[src/rtl/xml_element_extractor.sv]
// Extracts the direct text content of elements named NAME found at nesting depth TARGET_DEPTH
// in the annotated byte stream from the scanning XML decoder.
module xml_element_extractor #(
   parameter int unsigned             MAX_NAME     = 16,
   parameter logic [8*MAX_NAME-1:0]   NAME         = {"price", {(8*MAX_NAME-40){1'b0}}},
   parameter int unsigned             NAME_LEN     = 5,
   parameter int unsigned             TARGET_DEPTH = 2
) (
   input  logic        CLOCK,
   input  logic        reset_n,
   input  logic        inValid,
   input  logic [7:0]  in,
   input  logic        inNewMsg,
   input  logic        isTag,
   input  logic        isTagName,
   input  logic        isData,
   input  logic [3:0]  tagDepth,
   input  logic        depthPush,
   input  logic        depthPop,
   output logic        outValid,
   output logic [7:0]  out,
   output logic        outStart,
   output logic        outEnd,
   output logic        outAbort,
   output logic [15:0] outLen,
   output logic [15:0] matchCount
);

   localparam int unsigned IdxW     = $clog2(MAX_NAME + 1);
   localparam logic [3:0]  DepthIn  = 4'(TARGET_DEPTH);
   localparam logic [3:0]  DepthOut = 4'(TARGET_DEPTH - 1);

   typedef enum logic [1:0] {StIdle, StName, StArmed, StCapture} state_e;

   state_e            r_state;
   logic [IdxW-1:0]   r_idx;
   logic              r_mis;
   logic              r_first;
   logic [15:0]       r_len;
   logic              r_out_valid;
   logic [7:0]        r_out;
   logic              r_out_start;
   logic              r_out_end;
   logic              r_out_abort;
   logic [15:0]       r_out_len;
   logic [15:0]       r_match_cnt;

   logic [7:0]        w_name_char;
   logic [7:0]        w_first_char;
   logic              w_data_hit;
   logic              w_name_ok;

   // Character of NAME at position r_idx; positions beyond the buffer read as NUL.
   always_comb begin
      w_name_char = 8'h00;
      for (int k = 0; k < int'(MAX_NAME); k++) begin
         if (r_idx == IdxW'(k)) w_name_char = NAME[8*(int'(MAX_NAME)-1-k) +: 8];
      end
   end

   assign w_first_char = NAME[8*MAX_NAME-1 -: 8];
   assign w_data_hit   = inValid && isData && (tagDepth == DepthIn);
   assign w_name_ok    = !r_mis && (r_idx == IdxW'(NAME_LEN)) && (tagDepth == DepthOut);

   always_ff @(posedge CLOCK or negedge reset_n) begin
      if (!reset_n) begin
         r_state     <= StIdle;
         r_idx       <= '0;
         r_mis       <= 1'b0;
         r_first     <= 1'b0;
         r_len       <= '0;
         r_out_valid <= 1'b0;
         r_out       <= '0;
         r_out_start <= 1'b0;
         r_out_end   <= 1'b0;
         r_out_abort <= 1'b0;
         r_out_len   <= '0;
         r_match_cnt <= '0;
      end else begin
         r_out_valid <= 1'b0;
         r_out_start <= 1'b0;
         r_out_end   <= 1'b0;
         r_out_abort <= 1'b0;
         if (inNewMsg) begin
            if (r_state == StCapture) begin
               r_out_end   <= 1'b1;
               r_out_abort <= 1'b1;
               r_out_len   <= r_len;
            end
            r_match_cnt <= '0;
            r_state     <= StIdle;
         end else begin
            unique case (r_state)
               StIdle: begin
                  if (inValid && isTagName) begin
                     r_idx   <= IdxW'(1);
                     r_mis   <= (in != w_first_char);
                     r_state <= StName;
                  end
               end
               StName: begin
                  if (inValid && isTagName) begin
                     r_mis <= r_mis || (r_idx >= IdxW'(NAME_LEN)) || (in != w_name_char);
                     if (r_idx != IdxW'(MAX_NAME)) r_idx <= r_idx + 1'b1;
                  end else if (inValid) begin
                     r_state <= w_name_ok ? StArmed : StIdle;
                  end
               end
               StArmed: begin
                  if (depthPush && (tagDepth == DepthIn)) begin
                     r_state <= StCapture;
                     // Content byte can arrive on the very cycle the opening tag is committed.
                     if (w_data_hit) begin
                        r_out_valid <= 1'b1;
                        r_out       <= in;
                        r_out_start <= 1'b1;
                        r_len       <= 16'd1;
                        r_first     <= 1'b0;
                     end else begin
                        r_len   <= '0;
                        r_first <= 1'b1;
                     end
                  end else if (depthPop || (inValid && !isTag)) begin
                     r_state <= StIdle;
                  end
               end
               StCapture: begin
                  if (depthPop && (tagDepth == DepthOut)) begin
                     r_out_end   <= 1'b1;
                     r_out_len   <= r_len;
                     r_match_cnt <= r_match_cnt + 1'b1;
                     r_state     <= StIdle;
                  end else if (w_data_hit) begin
                     r_out_valid <= 1'b1;
                     r_out       <= in;
                     r_out_start <= r_first;
                     r_first     <= 1'b0;
                     if (r_len != 16'hFFFF) r_len <= r_len + 1'b1;
                  end
               end
               default: r_state <= StIdle;
            endcase
         end
      end
   end

   assign outValid   = r_out_valid;
   assign out        = r_out;
   assign outStart   = r_out_start;
   assign outEnd     = r_out_end;
   assign outAbort   = r_out_abort;
   assign outLen     = r_out_len;
   assign matchCount = r_match_cnt;

endmodule
[config.mk]
export PLATFORM = sky130hd
export DESIGN_NAME = xml_element_extractor
export DESIGN_NICKNAME = d
export VERILOG_FILES = /design/src/rtl/xml_element_extractor.sv
export SDC_FILE = /design/constraint.sdc
export NUM_CORES = 1
export LEC_CHECK = 0
export ABC_AREA = 0
export CORE_AREA = 2 2 145 90
export DETAILED_ROUTE_END_ITERATION = 7
export DIE_AREA = 0 0 147 92
export GPL_TIMING_DRIVEN = 0
export PLACE_DENSITY = 0.61
export REMOVE_ABC_BUFFERS = 1
export SETUP_SLACK_MARGIN = 0.15
export SLEW_MARGIN = 25
export SYNTH_ARGS = -nofsm -noshare
export SYNTH_HDL_FRONTEND = slang
export SYNTH_SLANG_ARGS = --single-unit
[constraint.sdc]
create_clock -name CLOCK -period 2.9 [get_ports CLOCK]
set_input_delay 0.435 -clock CLOCK [delete_from_list [all_inputs] [get_ports CLOCK]]
set_output_delay 0.435 -clock CLOCK [all_outputs]
set_load 0.02 [all_outputs]
==> metrics.csv, run 1 <==
metric,value,unit
synth_edf_count,0,
rows,32,
finalInstanceArea,0.004762,mm²
yosysSeqAreaShare,47.85,%
tightest_slew,0.7723,ns
dp.cells,573,
required,3.16,ns
clock_power_share,48.9,%
grt_overflow,0,
startpoint_type,input pin,
p_seq_share,42.6,%
synth_compound_area_share,11.27,%
drv_cap,0,
dieArea,0.01352,mm²
diodes,0,
grt_max_degree,45,
synth_top_area_share,47.85,%
synthAdderAreaFrac,2.427,%
fin_crit,2.505,ns
ys_seq_elements,69,
status,finished clean,
synth_cell_types,60,
final_cells,589,
pwr-share-comb,8.5,%
grt_use_total,13.33,%
hold_violations,0,
drt-wirelength-per-cell,14.67,µm
fin_setup_tns,0,ns
antenna_found_initial,0,
synthTopCellsByArea,"dfrtp_1 48%, mux2_1 6.9%, nor2_1 3.8%, nand2_1 3.3%, xor2_1 2.9%",
yosys.area_share.simple,21.81,%
synth_warnings,0,
cp_data_arrival_time,2.76,ns
coreArea,0.01241,mm²
async_flop_share,100.0,%
place_area,0.004432,mm²
dr.pass1.iters,4,
synth_area,0.003608,mm²
fin_worst_skew,0.007263,ns
end_kind,flop,
p_sw_share,23.01,%
synth_top_family_by_area,simple AND/OR/NAND/NOR gates,
ios,65,
drive_gt1_share,7.637,%
cts_sinks,69,
clkTransAtPathRegs,0.06,ns
fmax,399.3,MHz
final_max_slew_viol_count,0,
grt_pass1_wl,14130,µm
grt_pass1_vias,2768,
netSwitchingPower,0.0005368,W
p_int,0.001796,W
drc,0,
finalCritPeriodShare,86.36,%
synth_flop_cell,dfrtp_1,
area_growth,31.97,%
cts_tree,done,
ant_nets,0,
p_leak,2.070,nW
crit_fanout,21,
drt_iter0_drc,105,
muxShareOfSynthArea,7.975,%
synth_top_area_cell,dfrtp_1,
max_slew_margin,48.09,%
cts_setup_buffers,0,
report.final.setup_viol,0,
hp-class,input pin to async pin,
vias,2855,
viasPerCell,4.847,
setup_ws,0.3954,ns
die_h,92,µm
cts_made_buffers,9,
gp_congestion,0.8122,
pre_cts_slack,-0.06962,ns
fin_util,38.37,%
root_buffer,clkbuf_16,
place_hpwl,6170,µm
clockBufferDepth,2,
peakVddDrop,0.2327,mV
rsz0062_at_grt,false,
synth.avg_cell_area,10.34,µm²
syn_inst,349,
port_buffers,64,
synth_xor_area_share,5.583,%
routed_wl,8638,µm
fillers,1221,
clk_latency,0.33,ns
p_per_area,489.9,mW/mm²
start_util,29.07,%
nets,442,
die-width,147,µm
path_class,input pin to flop,
htree_levels,3,
==> synthesized netlist by cell type (3+ instances only) <==
| master | n |
|---|---|
| nor2b_1 | 4 |
| and2_1 | 4 |
| o211ai_1 | 4 |
| a21oi_1 | 6 |
| o21ai_1 | 8 |
| or3_1 | 6 |
| a211oi_1 | 4 |
| a21o_1 | 4 |
| nand2b_1 | 5 |
| ha_1 | 7 |
| clkbuf_1 | 6 |
| xor2_1 | 12 |
| nand3_1 | 12 |
| dfrtp_1 | 69 |
| nor3b_1 | 3 |
| a31oi_1 | 4 |
| nand2_1 | 32 |
| xnor2_1 | 11 |
| mux2_1 | 22 |
| or4_1 | 4 |
| nor3_1 | 5 |
| a22o_1 | 3 |
| nor2_1 | 37 |
| mux2i_1 | 4 |
| nor4_1 | 5 |
| nand4_1 | 7 |
| and3_1 | 9 |
| inv_1 | 14 |
==> worst max-delay path, stage by stage <==
cell and delay (ns):
clkdlybuf4s50_1 0.79, nor2b_1 0.43, o211a_4 0.29, o311ai_2 0.26, or4_1 0.46, o21ai_1 0.08
==> routing by layer <==
metal / part of all wire [%] / up-vias / GRT usage [%] / wire (µm)
met2: 41 / 77 / 19.01 / 3516
met3: 7.0 / 6 / 5.075 / 603
li1: - / 1386 / - / -
met4: 1.1 / 0 / 3.606 / 91
met1: 51 / 1386 / 18.87 / 4428
met5: 0 / - / 0 / 0
==> cell usage in the layout, fill, tap and decap left out, types with 5 or more instances in the layout <==
cell / netlist / final
a21oi_1: 6 / 6
and3_1: 9 / 9
clkbuf_16: 0 / 9
clkdlybuf4s50_1: 0 / 63
dfrtp_1: 69 / 69
ha_1: 7 / 7
inv_1: 14 / 14
mux2_1: 22 / 22
nand2_1: 32 / 32
nand2b_1: 5 / 5
nand3_1: 12 / 12
nand4_1: 7 / 7
nor2_1: 37 / 37
nor3_1: 5 / 5
o21ai_1: 8 / 7
or3_1: 6 / 6
xnor2_1: 11 / 11
xor2_1: 12 / 12
==> cell type report <==
cell class | instances | area [µm²] | share of cell area [%]
multi-input cells | 254 | 1788 | 37.55
flip-flops and latches | 69 | 1727 | 36.26
clock buffers | 13 | 270.3 | 5.675
clock inverters | 3 | 42.54 | 0.8933
repair buffers | 65 | 665.6 | 13.98
inverters | 15 | 56.30 | 1.182
well taps | 170 | 212.7 | 4.467
==> flip-flops by register name, summed over array words and instances, names as in the netlist <==
register and flops:
matchCount 16, out 8, outAbort 1, outEnd 1
outLen 16, outStart 1, outValid 1, r_first 1
r_idx 5, r_len 16, r_mis 1, r_state 2
==> cell families (layout without fill, tap and decap cells) <==
| family | Yosys count | after routing |
|---|---|---|
| compound gates | 52 | 52 |
| xor+xnor | 23 | 23 |
| fa+ha+maj | 7 | 7 |
| buf+inv | 26 | 96 |
| flops | 69 | 69 |
| mux | 26 | 26 |
| simple gates | 146 | 146 |
==> power groups by stage <==
stage | sequential (W) | clock [W] | combinational [W]
global placement | 0.00101 | 0 | 0.000184
detailed placement | 0.00101 | 0 | 0.000195
finish | 0.000995 | 0.00114 | 0.000197
global route | 0.000997 | 0.00121 | 0.000222
floorplan | 0.00101 | 0 | 0.000105
CTS | 0.000994 | 0.00116 | 0.000196
==> through the flow <==
stage | hold slack, ns | power [W]
floorplan | 0.1394 | 0.001110
global placement | 0.4662 | 0.001195
detailed placement | 0.3816 | 0.001206
CTS | 0.02225 | 0.002354
global route | 0.04362 | 0.002426
finish | 0.01725 | 0.002333
==> what timing repair did <==
action	4_1_cts	5_1_grt
resized for setup	0	1
setup endpoints to repair	0	1
hold buffers	0	0
==> final timing paths <==
check                                 startpoint                     to  slack, ns  cells after the start
max in group asynchronous                reset_n  outLen[3]$_DFFE_PN0P_       2.34                      2
min in group CLOCK         outLen[9]$_DFFE_PN0P_  outLen[9]$_DFFE_PN0P_       0.48                      1
setup reg to reg            r_idx[0]$_DFFE_PN0P_      r_mis$_DFFE_PN0P_       0.50                      8
hold reg to reg            outLen[9]$_DFFE_PN0P_  outLen[9]$_DFFE_PN0P_       0.48                      1
hold / removal                           reset_n   r_idx[1]$_DFFE_PN0P_       0.02                      1
setup / recovery                        inNewMsg   r_len[9]$_DFFE_PN0P_       0.40                      6
No activity file was read; power rests on OpenSTA's default activity.
==> inputs of run 2 (changes only) <==
--- a/config.mk
+++ b/config.mk
@@ -5,12 +5,12 @@
 export SDC_FILE = /design/constraint.sdc
 export NUM_CORES = 1
 export LEC_CHECK = 0
-export ABC_AREA = 0
-export CORE_AREA = 2 2 145 90
+export ABC_AREA = 1
+export CORE_AREA = 2 2 149 93
 export DETAILED_ROUTE_END_ITERATION = 7
-export DIE_AREA = 0 0 147 92
+export DIE_AREA = 0 0 151 95
 export GPL_TIMING_DRIVEN = 0
-export PLACE_DENSITY = 0.61
+export PLACE_DENSITY = 0.6
 export REMOVE_ABC_BUFFERS = 1
 export SETUP_SLACK_MARGIN = 0.15
 export SLEW_MARGIN = 25
==> metrics.csv, run 2 <==
metric,value,unit,change
status,finished clean,,
final_cell_mix,"86 x nand2_1, 73 x inv_1, 69 x dfrtp_1, 63 x clkdlybuf4s50_1, 54 x nor2_1",,
ios,65,,unchanged
nets,576,,+30%
fin_util,37.80,%,-0.56 points
peakVddDrop,0.2560,mV,+10%
drt-wirelength-per-cell,13.12,µm,-11%
drv_cap,0,,unchanged
grt_overflow,0,,unchanged
dieArea,0.01435,mm²,+6.1%
port_buffers,64,,unchanged
rrSetupSlack,0.70,ns,+0.20 ns
hp-class,input pin to async pin,,
critical_path.top_delay_family,buffers and inverters,,
ys_seq_elements,69,,unchanged
p_seq_share,39.0,%,-3.6 points
place_area,0.004663,mm²,+5.2%
drive_gt1_share,7.985,%,+0.35 points
pwr-share-comb,20.6,%,+12 points
cpMaxStageDelayCell,clkdlybuf4s50_1,,
netSwitchingPower,0.0007822,W,+46%
finalCritPeriodShare,85.10,%,-1.3 points
synthTopCellsByArea,"dfrtp_1 46%, nand2_1 8.5%, inv_1 7.2%, nor2_1 5.3%, a21oi_1 5.0%",,
synth_flop_cell,dfrtp_1,,
crit_chain,"clkdlybuf4s50_1, inv_1, nand4_2, a21oi_4, nand2_4, inv_4, nand2_2, o21ai_1, a21oi_1",,
start_util,28.87,%,-0.20 points
p_int,0.001938,W,+7.9%
synth_top_area_cell,dfrtp_1,,
hold_violations,0,,unchanged
cts_sinks,69,,unchanged
dp.cells,712,,+24%
synth_area,0.003791,mm²,+5.1%
diodes,0,,unchanged
dr.pass1.iters,4,,unchanged
holdWs,0.03572,ns,+0.01846 ns
grt_pass1_vias,3326,,+20%
async_flop_share,100.0,%,unchanged
p_per_area,548.1,mW/mm²,+12%
max_slew_margin,63.56,%,+15 points
antenna_found_initial,0,,unchanged
routed_wl,9523,µm,+10%
startpoint_type,input pin,,
clock_power_share,40.4,%,-8.5 points
viasPerCell,4.683,,-3.4%
rows,33,,+3.1%
clk_latency,0.33,ns,about the same
holdBufCountCts,0,,unchanged
synth_commonest_cells,"86 x nand2_1, 73 x inv_1, 69 x dfrtp_1",,
synth_cell_types,39,,-35%
fin_crit,2.468,ns,-0.03664 ns
die-width,151,µm,+2.7%
area_growth,30.92,%,
fin_worst_skew,0.007589,ns,+0.0003267 ns
fmax,405.2,MHz,+1.5%
final_cells,726,,+23%
cp.buffers_inverters,3,,+2
report.final.setup_viol,0,,unchanged
tightest_slew,0.5460,ns,-0.2263 ns
die_h,95,µm,+3.3%
ant_nets,0,,unchanged
crit_fanout,15,,-29%
gp_congestion,0.8163,,+0.50%
end_kind,flop,,
coreArea,0.01313,mm²,+5.8%
cts_made_buffers,9,,unchanged
finalInstanceArea,0.004964,mm²,+4.2%
synth_most_common_cell,nand2_1,,
cts_resized,0,,unchanged
cp_data_arrival_time,2.68,ns,-0.08 ns
synth_warnings,0,,unchanged
drt_iter0_drc,214,,+100%
path_class,input pin to flop,,
p_sw_share,28.75,%,+5.7 points
critPathMaxStageDelay,0.64,ns,-0.15 ns
htree_levels,3,,unchanged
yosysSeqAreaShare,45.54,%,-2.3 points
syn_inst,479,,+37%
place_hpwl,7192,µm,+17%
synth_edf_count,0,,unchanged
root_buffer,clkbuf_16,,
clockBufferDepth,2,,unchanged
grt_pass1_wl,15930,µm,+13%
layout_commonest_cell,nand2_1,,
clkTransAtPathRegs,0.05,ns,about the same
rsz0062_at_grt,false,,
grt_max_degree,42,,-6.7%
p_leak,2.280,nW,+10%
cts_setup_buffers,0,,unchanged
final_max_slew_viol_count,0,,unchanged
cts_tree,done,,
drc,0,,unchanged
synth.avg_cell_area,7.915,µm²,-23%
synth_top_area_share,45.54,%,-2.3 points
grt_use_total,14.38,%,+1.0 points
vias,3400,,+19%
required,3.11,ns,-0.05 ns
-- run 2: changes by cell type after synthesis, sizes merged, moves of 18 or more --
cell   delta
a21oi    +33
inv      +62
mux2     -21
nand2    +57
nand3    +18
nor2     +21
o21ai    +25
-- run 2: power by group through the flow --
stage | clock (W) | sequential (W) | combinational [W]
after floorplan | 0 | 0.00108 | 0.000367
final | 0.00110 | 0.00106 | 0.000560
after global placement | 0 | 0.00108 | 0.000547
after global routing | 0.00117 | 0.00107 | 0.000645
after detailed placement | 0 | 0.00108 | 0.000556
after CTS | 0.00114 | 0.00106 | 0.000560
-- run 2: cells by family (layout without fill, tap and decap cells) --
| family | after synthesis | count (layout) | synth area share (%) |
|---|---|---|---|
| buf+inv | 85 | 157 | 8.911 |
| compound gates | 86 | 86 | 13.04 |
| simple gates | 225 | 225 | 28.51 |
| fa+ha+maj | 7 | 7 | 2.310 |
| flops | 69 | 69 | 45.54 |
| xor+xnor | 6 | 6 | 1.386 |
| mux | 1 | 1 | 0.2970 |
-- run 2: per-stage QoR --
step	worst slack (ns)	total power [W]	setup TNS (ns)
finish	0.4321	0.002721	0
CTS	0.4297	0.002761	0
floorplan	0.6376	0.001450	0
detailed placement	0.07896	0.001633	0
global route	0.2594	0.002886	0
global placement	-1.122	0.001622	-89.93
-- run 2: per-layer routing --
metal | part of all wire (%) | GRT usage (%) | up-vias
li1 | - | - | 1727
met1 | 52 | 20.26 | 1581
met2 | 41 | 20.42 | 78
met3 | 5.9 | 5.024 | 14
met4 | 1.2 | 4.829 | 0
met5 | 0 | 0 | -
-- run 2: final cells by class --
cell class	instances	area, µm²
Fill cell	1339	8167
Multi-Input combinational cell	325	1738
Sequential cell	69	1727
Timing Repair Buffer	66	685.7
Inverter	77	294.0
Clock buffer	13	270.3
Tap cell	175	219.0
Clock inverter	1	30.03
-- run 2: path summary, 6_finish.rpt --
kind,start,to,cells after the start
max in group asynchronous,reset_n,r_len[11]$_DFFE_PN0P_,2
hold / removal,reset_n,matchCount[12]$_DFFE_PN0P_,1
setup reg to reg,r_state[1]$_DFFE_PN0P_,r_len[3]$_DFFE_PN0P_,10
hold reg to reg,out[0]$_DFFE_PN0P_,out[0]$_DFFE_PN0P_,2
setup / recovery,inNewMsg,r_len[3]$_DFFE_PN0P_,9
min in group CLOCK,out[0]$_DFFE_PN0P_,out[0]$_DFFE_PN0P_,2
